===== src/rtl/vreg_file_stream.sv =====
// Vector register file: NUM_VEC vectors of LANES elements, one element-serial write stream
// and one dual-operand element-serial read stream, each with its own start/busy/done handshake.
module vreg_file_stream #(
  parameter int WIDTH   = 16,
  parameter int LANES   = 16,
  parameter int NUM_VEC = 8,
  localparam int LW = $clog2(LANES),
  localparam int AW = $clog2(NUM_VEC)
) (
  input  logic             Clk,
  input  logic             Rst,
  input  logic             WrStart,
  input  logic [AW-1:0]    WrAddr,
  input  logic             WrValid,
  input  logic [WIDTH-1:0] DataIn,
  output logic             WrBusy,
  output logic             WrDone,
  input  logic             RdStart,
  input  logic [AW-1:0]    RdAddr,
  input  logic [AW-1:0]    RdAddr2,
  input  logic             RdEn,
  output logic             RdBusy,
  output logic [WIDTH-1:0] DataOut,
  output logic [WIDTH-1:0] DataOut2,
  output logic             RdValid,
  output logic             RdDone
);

  localparam logic [LW-1:0] LAST = LW'(LANES - 1);

  typedef enum logic {WIDLE, WACT} wstate_t;
  typedef enum logic {RIDLE, RACT} rstate_t;

  logic [WIDTH-1:0] mem [NUM_VEC][LANES];

  wstate_t       wstate, wstate_nxt;
  logic [AW-1:0] wa;
  logic [LW-1:0] wcnt;
  logic          wr_fire, wr_last, wr_start_acc;

  rstate_t       rstate, rstate_nxt;
  logic [AW-1:0] ra, rb;
  logic [LW-1:0] rcnt;
  logic          rd_fire, rd_last, rd_start_acc;

  assign wr_start_acc = (wstate == WIDLE) && WrStart;
  assign rd_start_acc = (rstate == RIDLE) && RdStart;
  assign WrBusy       = (wstate == WACT);
  assign RdBusy       = (rstate == RACT);

  always_comb begin
    wstate_nxt = wstate;
    wr_fire    = 1'b0;
    wr_last    = 1'b0;
    unique case (wstate)
      WIDLE: if (WrStart) wstate_nxt = WACT;
      WACT: begin
        if (WrValid) begin
          wr_fire = 1'b1;
          if (wcnt == LAST) begin
            wr_last    = 1'b1;
            wstate_nxt = WIDLE;
          end
        end
      end
      default: wstate_nxt = WIDLE;
    endcase
  end

  always_ff @(posedge Clk) begin
    if (Rst) begin
      wstate <= WIDLE;
      wa     <= '0;
      wcnt   <= '0;
      WrDone <= 1'b0;
    end else begin
      wstate <= wstate_nxt;
      WrDone <= wr_last;
      if (wr_start_acc) begin
        wa   <= WrAddr;
        wcnt <= '0;
      end else if (wr_fire) begin
        wcnt <= wr_last ? '0 : wcnt + 1'b1;
      end
    end
  end

  // Write lands at the edge, so a same-cycle read of the same element sees the old value.
  always_ff @(posedge Clk) begin
    if (Rst) begin
      for (int v = 0; v < NUM_VEC; v++)
        for (int e = 0; e < LANES; e++)
          mem[v][e] <= '0;
    end else if (wr_fire) begin
      mem[wa][wcnt] <= DataIn;
    end
  end

  always_comb begin
    rstate_nxt = rstate;
    rd_fire    = 1'b0;
    rd_last    = 1'b0;
    unique case (rstate)
      RIDLE: if (RdStart) rstate_nxt = RACT;
      RACT: begin
        if (RdEn) begin
          rd_fire = 1'b1;
          if (rcnt == LAST) begin
            rd_last    = 1'b1;
            rstate_nxt = RIDLE;
          end
        end
      end
      default: rstate_nxt = RIDLE;
    endcase
  end

  // Stage boundary: storage array to registered operand outputs (1-cycle latency).
  always_ff @(posedge Clk) begin
    if (Rst) begin
      rstate   <= RIDLE;
      ra       <= '0;
      rb       <= '0;
      rcnt     <= '0;
      RdValid  <= 1'b0;
      RdDone   <= 1'b0;
      DataOut  <= '0;
      DataOut2 <= '0;
    end else begin
      rstate  <= rstate_nxt;
      RdValid <= rd_fire;
      RdDone  <= rd_last;
      if (rd_start_acc) begin
        ra   <= RdAddr;
        rb   <= RdAddr2;
        rcnt <= '0;
      end else if (rd_fire) begin
        DataOut  <= mem[ra][rcnt];
        DataOut2 <= mem[rb][rcnt];
        rcnt     <= rd_last ? '0 : rcnt + 1'b1;
      end
    end
  end

endmodule

===== config.mk =====
export PLATFORM = sky130hd
export DESIGN_NAME = vreg_file_stream
export DESIGN_NICKNAME = d
export VERILOG_FILES = /design/src/rtl/vreg_file_stream.sv
export SDC_FILE = /design/constraint.sdc
export NUM_CORES = 2
export LEC_CHECK = 0
export BUFFER_PORTS_ARGS = -buffer_cell sky130_fd_sc_hd__buf_2
export CORE_ASPECT_RATIO = 1.2
export CORE_MARGIN = 4
export CORE_UTILIZATION = 35
export DETAILED_ROUTE_END_ITERATION = 7
export GPL_TIMING_DRIVEN = 1
export SYNTH_ARGS = -nofsm -noshare
export SYNTH_HDL_FRONTEND = slang
export SYNTH_SLANG_ARGS = --single-unit

===== constraint.sdc =====
create_clock -name Clk -period 5.45 [get_ports Clk]
set_input_delay 0.545 -clock Clk [delete_from_list [all_inputs] [get_ports Clk]]
set_output_delay 0.545 -clock Clk [all_outputs]
set_load 0.05 [all_outputs]

==> impl_metrics.json <==
{
  "status": "completed",
  "hold_class": "in2reg",
  "avgViaCountPerCell": 5.97,
  "ys_types": 51,
  "ys.flop_type": "edfxtp_1",
  "die_y_um": 629,
  "critPathArrivalTime_ps": 5250,
  "worst-path-buf-inv": 2,
  "nets": 7600,
  "synth_top_family_by_area": "multiplexers",
  "critPathMaxFanout": 50,
  "netlist_area_um2": 113000,
  "cts_buffer_depth": 4,
  "synthSimpleGateAreaFrac": 0.137,
  "multi_input_area_um2": 46300,
  "routed_wl_um": 406000,
  "drive_above_1_share": 0.226,
  "worst_setup_hold_path_clk_slew_ps": 60,
  "async_flop_share": 0,
  "synth.top_cell.area_share": 0.546,
  "avgRoutedWirePerCell_um": 33.9,
  "power_density_nw_per_um2": 301,
  "syn_inst": 7722,
  "die-area_um2": 331000,
  "p_leak_nw": 42.0,
  "cap_violations": 0,
  "critPathTopFamily": "simple AND/OR/NAND/NOR gates",
  "synth_fa_ha_area_frac": 0.000555,
  "die_w_um": 526,
  "worst_setup_path_start_kind": "flop",
  "setup_viol": 0,
  "dp.final_hpwl_um": 260000,
  "fin_ws_ps": 881,
  "drc": 0,
  "fp-row-count": 227,
  "postPlaceCellArea_um2": 118000,
  "fmax_ghz": 0.219,
  "cts_tree": "done",
  "finClkSkew_ps": 71.4,
  "drt-initial-drc-count": 8987,
  "synth_xor_area_frac": 0.000155,
  "grt_pass1_vias": 71900,
  "antenna_found_initial": 41,
  "syn_area_per_cell_um2": 14.6,
  "area_delta_synth_final_pct": 10.6,
  "whs_ps": 0.740,
  "worstSetupEndpointType": "flop",
  "tightest_slew_ps": 1440,
  "setup_tns_ps": 0,
  "required_ps": 6140,
  "crit_chain": "buf_12 -> buf_4 -> mux4_2 -> a22o_1 -> a221oi_1 -> o22ai_1 -> nor3_1 -> nor4_1",
  "slowest_delay_ps": 1140,
  "final_common_cell": "and2_1",
  "post_cts_buffers": 0,
  "cts.sinks": 2108,
  "ioPinCount": 68,
  "fin_crit_sh": 0.838,
  "drtAntennaViolNets": 0,
  "synthesis.nets": 7758,
  "numCtsBuffers": 213,
  "synth-edff-count": 2048,
  "synthMuxAreaShare": 0.225,
  "hold_violations": 0,
  "io_buffers": 67,
  "critical_path_class": "reg2reg",
  "fill_cells": 29300,
  "coreArea_um2": 320000,
  "worstHoldStart": "RdAddr2[1]",
  "final-max-slew-violation-count": 0,
  "clk_latency_ps": 930,
  "grt_overflow_total": 0,
  "mostFrequentLayoutCells": "and2_1 (2053), edfxtp_1 (2048), mux4_2 (822), mux2i_1 (651), buf_4 (327)",
  "grt_usage": 0.239,
  "layout_min_cycle_time_ps": 4570,
  "yosysWarnings": 0,
  "vias": 71600,
  "seq_area_frac_synth": 0.557,
  "ir_worst_vdd_mv": 0.238,
  "cts_max_level": 4,
  "slowest_stage": "nor3_1",
  "dp_worst_setup_slack_ps": 867,
  "synth_top_area_cell": "edfxtp_1",
  "firstDrtPassIters": 7,
  "cts_root_buf": "clkbuf_16",
  "postCtsResizedCells": 0,
  "grt_max_degree": 86,
  "stdcell_area_um2": 125000,
  "start_util": 0.353,
  "synth_compound_area_frac": 0.0465,
  "synth_area_leaders": "edfxtp_1 (55%), mux4_2 (16%), and2_1 (11%)",
  "gp_congestion": 0.944,
  "grt_pass1_wl_um": 566000,
  "synth-seq-cells": 2108,
  "max_slew_margin": 0.0333,
  "rsz0062_at_grt": "false",
  "seq_area_um2": 62700
}
[power by group]
part | leakage [nW] | internal (W) | total [W] | switching, W
clock network | 3.30 | 0.00827 | 0.0148 | 0.00656
logic | 17.1 | 0.00147 | 0.00401 | 0.00255
registers | 21.6 | 0.0183 | 0.0187 | 0.000399
total | 42.0 | 0.0280 | 0.0375 | 0.00951
[layer usage]
metal | GRT usage | share of wire
met3 | 0.0494 | 0.096
met4 | 0.151 | 0.076
met1 | 0.292 | 0.36
met5 | 0 | 0.00042
met2 | 0.386 | 0.47
[final cells by class]
class / count / area share
diodes: 24 / 0.000482
flip-flops and latches: 2108 / 0.504
inverters: 6 / 0.000181
well taps: 4236 / 0.0426
multi-input cells: 4818 / 0.372
repair buffers: 417 / 0.0274
clock buffers: 281 / 0.0457
clock inverters: 106 / 0.00834
[synth_stat cells, drive strengths merged (2+ instances only)]
cell	n
and2	2056
edfxtp	2048
mux4	822
mux2i	651
clkbuf	520
buf	270
a22oi	265
nor2	220
or2	131
a21oi	120
a221oi	73
dfxtp	60
o22ai	53
a211oi	49
a22o	48
nand3	46
o21ai	37
nor2b	35
mux2	32
nand2	29
a31oi	22
a2111oi	20
o41ai	18
nor3	16
nor4	13
a31o	12
a21boi	10
nand3b	8
nand2b	7
inv	6
ha	5
nand4	3
nor3b	3
and3	2
o2111ai	2
or3b	2
[path summary, 6_finish.rpt]
kind | end | slack [ps] | cells past startpoint
max | DataOut[1]$_SDFFE_PP0P_ | 880 | 8
min | rb[1]$_SDFFE_PP0P_ | 0.7 | 3
max reg2reg | DataOut[1]$_SDFFE_PP0P_ | 880 | 8
min reg2reg | ra[0]$_SDFFE_PP0P_ | 510 | 2
[sequential cells by signal, summed over array words and instances, names as in the netlist, 3 cells and up, named ones only]
name	count
wcnt	4
mem	2048
rb	3
wa	3
rcnt	4
DataOut2	16
ra	3
DataOut	16
[kinds of logic after synthesis]
kind of cell | count (synthesis)
simple gates | 2573
flops | 2108
mux | 1505
buf+inv | 796
compound gates | 733
fa+ha+maj | 5
xor+xnor | 2
[per-stage QoR]
step / utilization / std cells / power (W)
floorplan: - / 7722 / 0.0214
global placement: 0.368 / 11600 / 0.0229
detailed placement: 0.368 / 11600 / 0.0230
CTS: 0.390 / 12000 / 0.0376
global route: 0.390 / 12000 / 0.0384
finish: 0.390 / 12000 / 0.0375
[worst reg2reg max path: stages (launching register included)]
cell and delay (ps):
dfxtp_4 810, buf_12 370, buf_4 620, mux4_2 400
a22o_1 240, a221oi_1 360, o22ai_1 240, nor3_1 1140
nor4_1 170
[timing repair]
item / 4_1_cts / 5_1_grt
hold buffers: 7 / 0
setup endpoints to repair: 0 / 0
endpoints found under the hold margin: 9 / 0
Note: power is estimated with default switching activity, not from simulation.
